--- src/rtl/spi_word_arbiter_if.sv ---
// spi_word_arbiter_if
//   Bundles the requester side and the SPI transmitter side of the word
//   arbiter into one interface.
//   slave  : arbiter view (req, req_data, spi_done_send in; grant, busy,
//            spi_data_in, spi_load_data, timeout_err out)
//   master : requester/transmitter view, directions mirrored
interface spi_word_arbiter_if #(
    parameter int NUM_REQ = 4
);
    logic [NUM_REQ-1:0]    req;
    logic [24*NUM_REQ-1:0] req_data;
    logic [NUM_REQ-1:0]    grant;
    logic                  busy;
    logic [23:0]           spi_data_in;
    logic                  spi_load_data;
    logic                  spi_done_send;
    logic                  timeout_err;

    modport slave (
        input  req, req_data, spi_done_send,
        output grant, busy, spi_data_in, spi_load_data, timeout_err
    );

    modport master (
        output req, req_data, spi_done_send,
        input  grant, busy, spi_data_in, spi_load_data, timeout_err
    );
endinterface

--- src/rtl/spi_word_arbiter.sv ---
// spi_word_arbiter
//   Round-robin arbiter letting NUM_REQ requesters share one SPI word
//   transmitter. A granted word is latched, handed over with a load/done
//   handshake, and the requester is told via a one-cycle grant pulse. Each
//   handshake phase is guarded by a TIMEOUT_CYCLES watchdog.
//   Ports:
//     clk    : system clock, rising edge
//     rst_n  : asynchronous active-low reset
//     bus    : spi_word_arbiter_if.slave (requests, words, grants, SPI side)
module spi_word_arbiter #(
    parameter int NUM_REQ        = 4,
    parameter int TIMEOUT_CYCLES = 1023
) (
    input  logic              clk,
    input  logic              rst_n,
    spi_word_arbiter_if.slave bus
);
    localparam int IW = $clog2(NUM_REQ);
    localparam int CW = $clog2(TIMEOUT_CYCLES + 1);

    typedef enum logic [2:0] {IDLE, ARB, LOAD, WAIT_DONE, ACK} state_t;

    state_t        state, state_nxt;
    logic [1:0]    sync_q;
    logic          done_s;
    logic [IW-1:0] last_grant;
    logic [IW-1:0] idx;
    logic [IW-1:0] pick_idx;
    logic          pick_vld;
    logic [23:0]   pick_data;
    logic [23:0]   data_q;
    logic [CW-1:0] cnt;
    logic          tmo;

    // spi_done_send lives in the transmitter clock domain. Flops reset to 1
    // so the transmitter looks ready straight out of reset.
    always_ff @(posedge clk or negedge rst_n) begin
        if (!rst_n) sync_q <= 2'b11;
        else        sync_q <= {sync_q[0], bus.spi_done_send};
    end
    assign done_s = sync_q[1];

    // Scan upward from last_grant+1 with wrap; first asserted req wins.
    always_comb begin
        int j;
        j        = 0;
        pick_vld = 1'b0;
        pick_idx = '0;
        for (int k = 1; k <= NUM_REQ; k++) begin
            j = int'(last_grant) + k;
            if (j >= NUM_REQ) j = j - NUM_REQ;
            if (!pick_vld && bus.req[IW'(j)]) begin
                pick_vld = 1'b1;
                pick_idx = IW'(j);
            end
        end
    end

    always_comb begin
        pick_data = '0;
        for (int i = 0; i < NUM_REQ; i++) begin
            if (pick_idx == IW'(i)) pick_data = bus.req_data[24*i +: 24];
        end
    end

    assign tmo = ((state == LOAD) || (state == WAIT_DONE)) &&
                 (cnt == CW'(TIMEOUT_CYCLES));

    always_comb begin
        state_nxt = state;
        case (state)
            IDLE:      if (|bus.req && done_s) state_nxt = ARB;
            ARB:       state_nxt = pick_vld ? LOAD : IDLE;
            LOAD: begin
                if (tmo)          state_nxt = IDLE;
                else if (!done_s) state_nxt = WAIT_DONE;
            end
            WAIT_DONE: begin
                if (tmo)         state_nxt = IDLE;
                else if (done_s) state_nxt = ACK;
            end
            ACK:       state_nxt = IDLE;
            default:   state_nxt = IDLE;
        endcase
    end

    always_ff @(posedge clk or negedge rst_n) begin
        if (!rst_n) begin
            state      <= IDLE;
            idx        <= '0;
            data_q     <= '0;
            last_grant <= IW'(NUM_REQ - 1);
            cnt        <= '0;
        end else begin
            state <= state_nxt;

            // Word and index are captured only here, so req_data and req
            // changes later in the transfer have no effect.
            if (state == ARB && pick_vld) begin
                idx    <= pick_idx;
                data_q <= pick_data;
            end

            // A timed-out requester still loses its turn.
            if (state == ACK || tmo) last_grant <= idx;

            if ((state_nxt == LOAD && state != LOAD) ||
                (state_nxt == WAIT_DONE && state != WAIT_DONE))
                cnt <= '0;
            else if (state == LOAD || state == WAIT_DONE)
                cnt <= cnt + 1'b1;
        end
    end

    // Decoded straight from the state register so reset drops the load
    // request asynchronously.
    assign bus.busy          = (state != IDLE);
    assign bus.spi_load_data = (state == LOAD) && !tmo;
    assign bus.timeout_err   = tmo;
    assign bus.spi_data_in   = data_q;

    for (genvar g = 0; g < NUM_REQ; g++) begin : g_grant
        assign bus.grant[g] = (state == ACK) && (idx == IW'(g));
    end
endmodule

--- src/flat_wrapper.sv ---
// flat-port wrapper written by rule: the top's interface ports become plain ports
module spi_word_arbiter_flat 
#(
    parameter int NUM_REQ        = 4,
    parameter int TIMEOUT_CYCLES = 1023
)
  (clk, rst_n, bus_req, bus_req_data, bus_spi_done_send, bus_grant, bus_busy, bus_spi_data_in, bus_spi_load_data, bus_timeout_err);
  spi_word_arbiter_if #(.NUM_REQ(NUM_REQ)) bus_i ();
  input  logic clk;
  input  logic rst_n;
  input wire logic [$bits(bus_i.req)-1:0] bus_req;
  input wire logic [$bits(bus_i.req_data)-1:0] bus_req_data;
  input wire logic [$bits(bus_i.spi_done_send)-1:0] bus_spi_done_send;
  output wire logic [$bits(bus_i.grant)-1:0] bus_grant;
  output wire logic [$bits(bus_i.busy)-1:0] bus_busy;
  output wire logic [$bits(bus_i.spi_data_in)-1:0] bus_spi_data_in;
  output wire logic [$bits(bus_i.spi_load_data)-1:0] bus_spi_load_data;
  output wire logic [$bits(bus_i.timeout_err)-1:0] bus_timeout_err;
  assign bus_i.req = bus_req;
  assign bus_i.req_data = bus_req_data;
  assign bus_i.spi_done_send = bus_spi_done_send;
  assign bus_grant = bus_i.grant;
  assign bus_busy = bus_i.busy;
  assign bus_spi_data_in = bus_i.spi_data_in;
  assign bus_spi_load_data = bus_i.spi_load_data;
  assign bus_timeout_err = bus_i.timeout_err;
  spi_word_arbiter #(.NUM_REQ(NUM_REQ), .TIMEOUT_CYCLES(TIMEOUT_CYCLES)) u_core (.clk(clk), .rst_n(rst_n), .bus(bus_i));
endmodule
--- config.mk ---
export PLATFORM = sky130hd
export DESIGN_NAME = spi_word_arbiter_flat
export DESIGN_NICKNAME = d
export VERILOG_FILES = /design/src/rtl/spi_word_arbiter_if.sv /design/src/rtl/spi_word_arbiter.sv /design/src/flat_wrapper.sv
export SDC_FILE = /design/constraint.sdc
export NUM_CORES = 1
export LEC_CHECK = 0
export ABC_AREA = 1
export BUFFER_PORTS_ARGS = -buffer_cell sky130_fd_sc_hd__buf_4
export CAP_MARGIN = 20
export CORE_ASPECT_RATIO = 0.75
export CORE_MARGIN = 8
export CORE_UTILIZATION = 37
export CTS_CLUSTER_DIAMETER = 40
export DETAILED_ROUTE_END_ITERATION = 12
export PLACE_DENSITY = 0.63
export SLEW_MARGIN = 20
export SYNTH_ARGS = -nofsm -noshare
export SYNTH_HDL_FRONTEND = slang
export SYNTH_SLANG_ARGS = --single-unit
--- constraint.sdc ---
create_clock -name clk -period 4.5 [get_ports clk]
set_input_delay 0.45 -clock clk [delete_from_list [all_inputs] [get_ports clk]]
set_output_delay 0.45 -clock clk [all_outputs]
set_load 0.02 [all_outputs]
# == Word level (Yosys, flattened, before mapping) ==
# Index checks and enable logic that the tools add are counted.
# classes
reduce_logical,26
addsub,9
order_cmp,8
muxes,37
eq_ne,15
# ops
cell,n
$mux W24,4
$mux W10,2
$mux W2,9
$lt A2 B4 Y1 const B,4
$mux W3,5
$logic_and A1 B1 Y1,13
$eq A3 B2 Y1 const B,4
$mux W1,12
$pmux W3 S4,1
$add A10 B1 Y10 const B,1
$eq A10 B10 Y1 const B,1
$ge A3 B3 Y1 const B,3
$bmux W1 S2,4
$eq A2 B2 Y1 const B,4
$sub A2 B1 Y2 const B,4
$add A2 B2 Y3 const B,2
$ne A3 B2 Y1 const B,2
$add A2 B3 Y4 const B,1
$eq A2 B1 Y1 const B,2
$ge A4 B3 Y1 const B,1
$logic_not A1 Y1,4
$logic_not A2 Y1,2
$reduce_or A4 Y1,1
$add A2 B1 Y3 const B,1
other kinds (6),8
# word_totals
elab_cells,101
input_bits,103
ff_bits,43

# == Logic depth before layout (Yosys ltp) ==
# Gate-level depths: netlist (run 1).
# logic_depth
word_depth,22
mapped_depth,17

# == Least setup slack after synthesis (run 1) ==
# Ideal clock, no wire load.
# synth_path
path_kind,register -> register
startpoint,reg u_core.last_grant[0]
endpoint,"reg u_core.data_q[10], in the netlist u_core.bus.spi_data_in[10]"
arrival_time_ns,1.780
slack_ns,2.604
path_stages_with_launch,18
t_required_ns,4.384
cell_sequence,dfstp_2 buf_6 inv_4 nand2_1 nand2_1 nand2_2 nand2_2 nor2_4 nand2_1 nor2_2 nor2_4 nor2_4 buf_6 nand2_1 nand2_1 inv_1 nand2_1 nand2_1
# synth_via
elab_chain_len,21
elab_cells_between_ends,51
cone_classes,add/sub (8); order compare (4); eq/ne (3); mux (28); reduce/logical (8)
# synth_lines
item,line_no,text
from (decl),spi_word_arbiter.sv:26,logic [IW-1:0] last_grant;
from (signal assigned),spi_word_arbiter.sv:92,last_grant <= IW'(NUM_REQ - 1);
from (signal assigned),spi_word_arbiter.sv:105,if (state == ACK || tmo) last_grant <= idx;
$add A2 B1 Y3,spi_word_arbiter.sv:50,j = int'(last_grant) + k;
$ge A3 B3 Y1 / $sub A2 B1 Y2 (equally long branches),spi_word_arbiter.sv:51,if (j >= NUM_REQ) j = j - NUM_REQ;
$mux W2,spi_word_arbiter.sv:51,
$bmux W1 S2,spi_word_arbiter.sv:52,if (!pick_vld && bus.req[IW'(j)]) begin
$mux W1 (not written as such) (2 in series),spi_word_arbiter.sv:52,
$mux W1,spi_word_arbiter.sv:52,
$logic_not A1 Y1,spi_word_arbiter.sv:52,
$logic_and A1 B1 Y1,spi_word_arbiter.sv:52,
$mux W1,spi_word_arbiter.sv:52,
$logic_not A1 Y1,spi_word_arbiter.sv:52,
$logic_and A1 B1 Y1,spi_word_arbiter.sv:52,
$mux W1,spi_word_arbiter.sv:52,
$logic_not A1 Y1,spi_word_arbiter.sv:52,
$logic_and A1 B1 Y1,spi_word_arbiter.sv:52,
$mux W2,spi_word_arbiter.sv:52,
$logic_not A2 Y1,spi_word_arbiter.sv:62,if (pick_idx == IW'(i)) pick_data = bus.req_data[24*i +: 24];
$mux W24 (4 in series),spi_word_arbiter.sv:62,
to (signal assigned),spi_word_arbiter.sv:101,data_q <= pick_data;
to (decl),spi_word_arbiter.sv:31,logic [23:0] data_q;
# Several ways; a longest one is shown, not always the timed one. The select of a mux whose other input is x is not followed.
# A chain may end at the register's enable or synchronous reset.

# == Final worst setup path (run 1) ==
# layout_path
startpoint,reg u_core.last_grant[0]
endpoint,"reg u_core.data_q[13], in the netlist u_core.bus.spi_data_in[13]"
# Same word-level chain as after synthesis.

==> summary.txt, run 1 <==
Status
  • Status: complete, no violations

Global routing
  • GR Util met2: 26.21%
  • Largest net degree at the start of global routing: 53
  • Total track usage: 16.60%
  • Initial antenna violation count: 0
  • Global-route wire length before repair: 16.24 mm
  • Total global routing overflow: 0
  • GRT met1 Usage: 22.25%
  • GR peak layer: met2
  • Vias in the first global route: 3,330
  • Global-route met3 utilization: 4.181%

Yosys
  • XOR/XNOR Fraction of Synth Area: 1.907%
  • Mux contribution to synthesized area: 0%
  • Number of synthesized register bits: 43
  • Syn Area/Cell: 6.444 µm²
  • Cells after Synth: 499
  • Synth warn: 0
  • Largest family of logic cells by synthesized area: simple AND/OR/NAND/NOR gates
  • Mapped cell area: 3216 µm²
  • Count of cell types in the netlist: 32
  • Post-synthesis adder-cell area fraction: 0.3891%
  • Post-Synth Simple-Gate Area: 40.51%
  • Synth Area in Compound Gates: 8.794%
  • Seq/Total Area, Yosys: 33.62%
  • Syn_nets: 603

Place
  • Setup slack at placement: 1.619 ns
  • Port Buf Inserts: 133
  • Final GP Congestion: 0.8682
  • DP Wirelength: 7.700 mm
  • Dpl cell area: 4225 µm²

Detailed routing
  • Final wirelength: 10.02 mm
  • First DRT Iteration DRCs: 213
  • Avg WL per Cell: 13.74 µm
  • Drt first pass iters: 4
  • DRC: 0
  • Antenna-violating nets left: 0
  • Via/cell ratio: 4.693
  • Via count: 3,421

CTS
  • Clk buf depth: 2
  • Post_cts resized: 0
  • Htree depth: 2
  • CTS Hold Bufs: 0
  • Sink Count: 43
  • Clock latency at the later pin of the worst-skew pair: 0.29 ns
  • Cts bufs inserted: 5
  • Setup Fix Bufs, Post-CTS: 0
  • CTS clk-pin slew, worst paths: 0.06 ns
  • CTS tree: done
  • Root Buffer: clkbuf_16

Setup path
  • Critical path class: register to register
  • CP arrival: 3.12 ns
  • Critical Path End Type: register
  • Critical Path RT: 4.72 ns
  • Worst r2r path cells: 14
  • Crit-path max FO: 52
  • Startpoint Class: register

Layout
  • Fraction of layout cells with a size suffix above 1: 27.21%
  • Diodes inserted: 0
  • Final #Nets: 724
  • Fill count: 857
  • Area Growth Syn to Fin: 36.38%
  • Commonest non-fill, non-tap cell in the layout: nand2_1
  • Commonest non-fill, non-tap cells in the layout: 181 x nand2_1, 134 x buf_4, 85 x inv_1
  • Final Cell Area: 4385 µm²

STA
  • Min Hold Slack: 0.1561 ns
  • Final worst slack: 1.602 ns
  • Final Max Tran Viols: 0
  • Tcrit/Tclk final: 64.41%
  • Least-Margin Pin Slew: 1.007 ns
  • RSZ-0062 raised after global routing: false
  • Fin crit period: 2.898 ns
  • Setup violations, final: 0
  • F_max: 345.0 MHz
  • Final hold viol count: 0
  • Post-Route Skew: 0.009144 ns
  • Max-slew headroom: 32.73%
  • Final TNS setup: 0 ns

Pwr
  • Max VDD drop: 0.5700 mV
  • Leakage: 2.578 nW
  • Final Power: 3.347 mW
  • Pwr per Cell Area: 763.2 nW/µm²

Die
  • Row count: 29
  • Die area: 11,960 µm²
  • Chip Height: 96.74 µm
  • I/O pins: 134
  • Core area: 8454 µm²
  • Initial Util: 38.03%
  • Chip width: 123.6 µm

Job
  • Max Cap Violations: 0

Worst hold path
  • Hold Crit Class: input port to asynchronous set/reset pin
[logic make-up after synthesis]
group	after synthesis
flops	43
buf+inv	111
simple gates	296
fa+ha+maj	1
xor+xnor	7
compound gates	41
[worst max-delay path, cell delays in order (launching register included)]
cell,delay [ns]
dfstp_2,0.61
inv_4,0.08
nand2_1,0.06
nand2_1,0.08
nand2_1,0.11
nand2_2,0.09
nor2_4,0.10
nand3_1,0.09
nand2_2,0.10
nand2_4,0.31
nor2_2,0.82
nand2_1,0.12
nand3_1,0.13
nand2_1,0.06
nand2_1,0.05
[final cells by class]
cell class	count	area [µm²]	area share [%]
multi-input combinational	345	1659	37.83
inverter	91	344.1	7.846
clock inverter	1	7.507	0.1712
tap	108	135.1	3.081
sequential	43	1081	24.65
clock buffer	7	152.6	3.481
timing repair buffer	134	1006	22.94
[path summary, 6_finish.rpt]
kind | startpoint | to | slack [ns]
min reg2reg | u_core.sync_q[0] | u_core.sync_q[1] | 0.36
min in group clk | bus_spi_done_send | u_core.sync_q[0] | 0.27
max | u_core.last_grant[0] | u_core.bus.spi_data_in[13] | 1.60
max in group asynchronous | rst_n | u_core.bus.spi_data_in[1] | 3.93
min | rst_n | u_core.cnt[5] | 0.16
max reg2reg | u_core.last_grant[0] | u_core.bus.spi_data_in[13] | 1.60
[where the power goes]
part | leakage [nW] | switching, mW | internal [mW]
logic | 1.97 | 1.49 | 0.813
registers | 0.536 | 0.117 | 0.542
clock network | 0.0761 | 0.151 | 0.236
total | 2.58 | 1.76 | 1.59
[flip-flops by register name, indices dropped and copies added (netlist names)]
signal                  count
u_core.state                3
u_core.bus.spi_data_in     24
u_core.last_grant           2
u_core.sync_q               2
u_core.idx                  2
u_core.cnt                 10
[metal layers]
layer	share of wire, %	routed length [µm]
met1	46	4639
met2	44	4458
met3	8.5	849
met4	0.72	72
met5	0	0
[through the flow]
step           utilization [%]  instances
2_1_floorplan                -        499
3_3_place_gp             49.98        721
3_5_place_dp             49.98        721
4_1_cts                  51.87        729
5_1_grt                  51.87        729
6_report                 51.87        729
[cell usage after synthesis, drive strengths merged]
cell    number  area, µm²
nand2      190      740.7
inv         91      344.1
nand3       61      305.3
dfrtp       39      975.9
nor2        20      105.1
a21o        19      142.6
buf         16      116.4
nor3        11      55.05
a21oi        8      47.55
nand3b       7      52.55
o21ai        6      30.03
nand4        5      31.28
o31ai        5      37.54
xor2         5      43.79
clkbuf       4      15.01
dfstp        4      105.1
nor4         2      12.51
xnor2        2      17.52
a21boi       1      7.510
ha           1      12.51
o311ai       1      8.760
o41ai        1      8.760
No activity file was read; power rests on OpenSTA's default activity.
==> run 2: changes to the inputs <==
PLACE_DENSITY = 0.66   (was 0.63)
clock period = 2.5 ns   (was 4.5 ns; I/O delays follow)
==> summary.txt, run 2 (synthesis results as in run 1) <==
Status
  • Status: complete, no violations

STA
  • Final TNS setup: 0 ns
  • Tcrit/Tclk final: 89.56%
  • Final hold viol count: 0
  • Least-Margin Pin Slew: 0.9240 ns
  • Post-Route Skew: 0.001703 ns
  • Final worst slack: 0.2611 ns
  • F_max: 446.6 MHz
  • Fin crit period: 2.239 ns
  • Final Max Tran Viols: 0
  • RSZ-0062 raised after global routing: false
  • Setup violations, final: 0
  • Max-slew headroom: 38.33%

Place
  • Port Buf Inserts: 133
  • Setup slack at placement: 0.2819 ns
  • Final GP Congestion: 0.8544
  • DP Wirelength: 7.799 mm
  • Placed cells: 729

Die
  • I/O pins: 134
  • Row count: 29
  • Die area: 11,960 µm²
  • Core area: 8454 µm²
  • Initial Util: 38.03%
  • Chip width: 123.6 µm
  • Chip Height: 96.74 µm

Layout
  • Commonest non-fill, non-tap cells in the layout: 181 x nand2_1, 142 x buf_4, 85 x inv_1
  • Area Growth Syn to Fin: 38.44%
  • Final #Nets: 733
  • Fill count: 858
  • FF/Latch Area: 1081 µm²
  • Commonest non-fill, non-tap cell in the layout: nand2_1
  • Multi-input gate area: 1659 µm²
  • Final Instance Count excl. Fillers: 738
  • Diodes inserted: 0
  • Max reg flops: 24
  • Fraction of layout cells with a size suffix above 1: 27.94%

Pwr
  • Leakage: 2.621 nW
  • Sequential Power Share: 18.9%
  • Pwr per Cell Area: 1398 nW/µm²
  • Comb power frac: 70.0%
  • Clk network pwr share: 11.1%
  • Max VDD drop: 0.9543 mV
  • Internal power: 3.020 mW
  • Switching Fraction: 51.47%
  • P_sw: 3.202 mW
  • Final Power: 6.222 mW

Global routing
  • Global-route wire length before repair: 15.82 mm
  • Total track usage: 16.27%
  • Vias in the first global route: 3,255
  • Total global routing overflow: 0
  • Largest net degree at the start of global routing: 44
  • Initial antenna violation count: 0

CTS
  • Htree depth: 2
  • CTS tree: done
  • CTS Hold Bufs: 1
  • Clock latency at the later pin of the worst-skew pair: 0.28 ns
  • Post_cts resized: 0
  • Setup Fix Bufs, Post-CTS: 0
  • Sink Count: 43
  • CTS clk-pin slew, worst paths: 0.06 ns
  • Root Buffer: clkbuf_16
  • Clk buf depth: 2
  • Cts bufs inserted: 5

Detailed routing
  • Via count: 3,412
  • Antenna-violating nets left: 0
  • Via/cell ratio: 4.623
  • First DRT Iteration DRCs: 198
  • Avg WL per Cell: 13.37 µm
  • DRC: 0
  • Final wirelength: 9.865 mm
  • Drt first pass iters: 4

Worst hold path
  • Hold Crit Class: input port to register

Setup path
  • CP arrival: 2.41 ns
  • Startpoint Class: register
  • Critical path class: register to register
  • Slowest-stage cell, CP: dfstp_2
  • Critical Path RT: 2.67 ns
  • Cell Chain, Critical Path: inv_4 -> nand2_1 -> nand2_1 -> nand2_1 -> nand2_2 -> nor2_4 -> nand3_1 -> nand2_2 -> nand2_4 -> nor2_4 -> buf_4 -> nand2_1 -> nand2_1 -> inv_1 -> nand2_1 -> nand2_1
  • Crit-path max FO: 22
  • CP most frequent cell: nand2_1
  • CP peak stage delay: 0.61 ns
  • Critical Path End Type: register

Job
  • Max Cap Violations: 0
## run 2: cell types whose count changed in the layout (fill, tap and decap cells not counted), sizes merged
cell	before	now
clkinvlp	1	0
dlygate4sd3	0	1
buf	134	142
clkbuf	7	8
## run 2: worst max-delay path, delay by kind of cell (launching register included)
family	cells	cell delay, ns
buffers and inverters	3	0.39
DFF	1	0.61
and+or+nand+nor	13	1.12
## run 2: metal layers
metal / vias up / GRT usage [%] / share of wire [%]
met5: - / 0 / 0
met1: 1513 / 21.56 / 45
li1: 1801 / - / -
met4: 0 / 4.155 / 1.2
met3: 9 / 4.239 / 7.7
met2: 89 / 25.46 / 46
## run 2: per-stage QoR
stage	area, µm²	hold slack, ns	util (%)
finish	4452	0.07125	52.66
global route	4452	0.06380	52.66
CTS	4452	0.06551	52.66
detailed placement	4285	0.2939	50.69
global placement	4285	0.2895	50.69
floorplan	3216	-0.04559	-
## run 2: worst paths after layout
kind	endpoint	slack, ns	cells past startpoint	startpoint
setup / recovery	u_core.bus.spi_data_in[1]	0.26	16	u_core.last_grant[0]
hold / removal	u_core.sync_q[0]	0.07	1	bus_spi_done_send
setup reg to reg	u_core.bus.spi_data_in[1]	0.26	16	u_core.last_grant[0]
hold reg to reg	u_core.sync_q[1]	0.36	0	u_core.sync_q[0]
max in group asynchronous	u_core.bus.spi_data_in[22]	1.61	2	rst_n
min in group asynchronous	u_core.cnt[6]	0.50	2	rst_n
## run 2: area by class of cell
| type | count | share of cell area, % |
|---|---|---|
| Sequential cell | 43 | 24.28 |
| Clock buffer | 8 | 3.513 |
| Inverter | 91 | 7.729 |
| Timing Repair Buffer | 143 | 24.17 |
| Multi-Input combinational cell | 345 | 37.27 |
| Tap cell | 108 | 3.035 |
## run 2: power groups by stage
stage | clock [mW] | combinational, mW | sequential, mW
final | 0.691 | 4.35 | 1.18
after detailed placement | 0 | 4.39 | 1.18
after floorplan | 0 | 3.18 | 1.35
after global routing | 0.731 | 4.95 | 1.20
after global placement | 0 | 4.31 | 1.17
after CTS | 0.708 | 4.40 | 1.17
==> run 3: changes to the inputs <==
CORE_UTILIZATION = 40   (was 37)
PLACE_DENSITY = 0.7   (was 0.66)
==> summary.txt, run 3 (synthesis results as in run 1) <==
CTS
  • CTS Hold Bufs: 1
  • Clk buf depth: 2
  • Sink Count: 43
  • Setup Fix Bufs, Post-CTS: 0
  • Post_cts resized: 0
  • Htree depth: 2
  • CTS clk-pin slew, worst paths: 0.08 ns
  • Root Buffer: clkbuf_8
  • CTS tree: done
  • Cts bufs inserted: 5
  • Clock latency at the later pin of the worst-skew pair: 0.29 ns

Detailed routing
  • Antenna-violating nets left: 0
  • Via/cell ratio: 4.741
  • Final wirelength: 9.948 mm
  • DRC: 0
  • Via count: 3,485
  • Avg WL per Cell: 13.53 µm
  • First DRT Iteration DRCs: 143
  • Drt first pass iters: 5

Setup path
  • Critical Path RT: 2.69 ns
  • Worst r2r path cells: 13
  • Slowest-stage cell, CP: dfstp_2
  • Critical Path End Type: register
  • Crit-path max FO: 26
  • Startpoint Class: register
  • Worst R2R Setup Slack: 0.33 ns
  • Delay-heaviest family, CP: simple AND/OR/NAND/NOR gates
  • Cell Chain, Critical Path: inv_4 -> nand2_1 -> nand2_1 -> nand2_2 -> nand2_2 -> a21oi_1 -> nand2_1 -> nand2_4 -> buf_4 -> a21o_1 -> nand3_1 -> nand2_1 -> nand2_1
  • Buffers plus inverters on the worst setup path: 2
  • CP arrival: 2.35 ns
  • Reg2Reg Capture Point: u_core.bus.spi_data_in[3]
  • Critical path class: register to register
  • CP peak stage delay: 0.62 ns
  • Crit Reg-Reg Startpoint: u_core.last_grant[0]
  • CP most frequent cell: nand2_1
  • Worst setup path end: u_core.bus.spi_data_in[3]
  • Critical path depth in cells: 13
  • Crit. Startpoint: u_core.last_grant[0]

Job
  • Max Cap Violations: 0

Global routing
  • Global-route wire length before repair: 15.95 mm
  • Vias in the first global route: 3,317
  • Total global routing overflow: 0
  • Total track usage: 17.19%
  • Initial antenna violation count: 0
  • Largest net degree at the start of global routing: 44

STA
  • Fin crit period: 2.168 ns
  • Final TNS setup: 0 ns
  • Max-slew headroom: 36.58%
  • Min Hold Slack: 0.06308 ns
  • RSZ-0062 raised after global routing: false
  • Setup violations, final: 0
  • Least-Margin Pin Slew: 0.9503 ns
  • Tcrit/Tclk final: 86.71%
  • Final hold viol count: 0
  • Post-Route Skew: 0.004208 ns
  • Final Max Tran Viols: 0
  • F_max: 461.3 MHz

Layout
  • Diodes inserted: 0
  • Fill count: 774
  • Commonest non-fill, non-tap cells in the layout: 181 x nand2_1, 142 x buf_4, 85 x inv_1
  • Commonest non-fill, non-tap cell in the layout: nand2_1
  • Area Growth Syn to Fin: 36.58%
  • Final core utilization: 55.96%
  • Fraction of layout cells with a size suffix above 1: 27.94%
  • Final #Nets: 733
  • Max reg flops: 24

Pwr
  • Max VDD drop: 1.158 mV
  • Leakage: 2.596 nW
  • Pwr per Cell Area: 1376 nW/µm²

Die
  • Die area: 11,190 µm²
  • Initial Util: 40.98%
  • Chip Height: 93.65 µm
  • I/O pins: 134
  • Chip width: 119.5 µm
  • Row count: 28
  • Core area: 7848 µm²

Place
  • Port Buf Inserts: 133
  • Final GP Congestion: 0.8641
  • DP Wirelength: 7.775 mm

Status
  • Status: complete, no violations

Worst hold path
  • Hold Crit Class: input port to register
-- run 3: area by class of cell --
| class | count | area [µm²] | area share (%) |
|---|---|---|---|
| clock buffers | 8 | 100.1 | 2.279 |
| inverters | 91 | 344.1 | 7.835 |
| multi-input cells | 345 | 1659 | 37.78 |
| flip-flops and latches | 43 | 1081 | 24.62 |
| well taps | 105 | 131.4 | 2.991 |
| repair buffers | 143 | 1076 | 24.50 |
-- run 3: worst min path at each step --
stage | from | end | slack, ns | cells after the start
floorplan | rst_n | u_core.bus.spi_data_in[0] | -0.05 | 0
global placement | rst_n | u_core.cnt[6] | 0.29 | 1
detailed placement | rst_n | u_core.cnt[6] | 0.29 | 1
CTS | bus_spi_done_send | u_core.sync_q[0] | 0.05 | 1
global route | bus_spi_done_send | u_core.sync_q[0] | 0.05 | 1
finish | bus_spi_done_send | u_core.sync_q[0] | 0.06 | 1
-- run 3: power by group --
part	switching, mW	leakage, nW	internal [mW]
clock	0.239	0.0515	0.253
combinational	2.76	2.01	1.62
sequential	0.199	0.536	0.973
-- run 3: stage by stage --
stage	cell area, µm²	std cells	worst slack [ns]	power (mW)
finish	4392	735	0.3323	6.041
global route	4392	735	0.1258	6.672
floorplan	3216	499	0.6037	4.531
detailed placement	4282	726	0.3414	5.580
global placement	4282	726	0.4359	5.489
CTS	4392	735	0.3330	6.078
-- run 3: layer usage --
metal	part of all wire, %	track usage (%)
met1	47	23.07
met2	47	28.12
met3	6.1	3.724
met4	0.67	3.212
met5	0	0
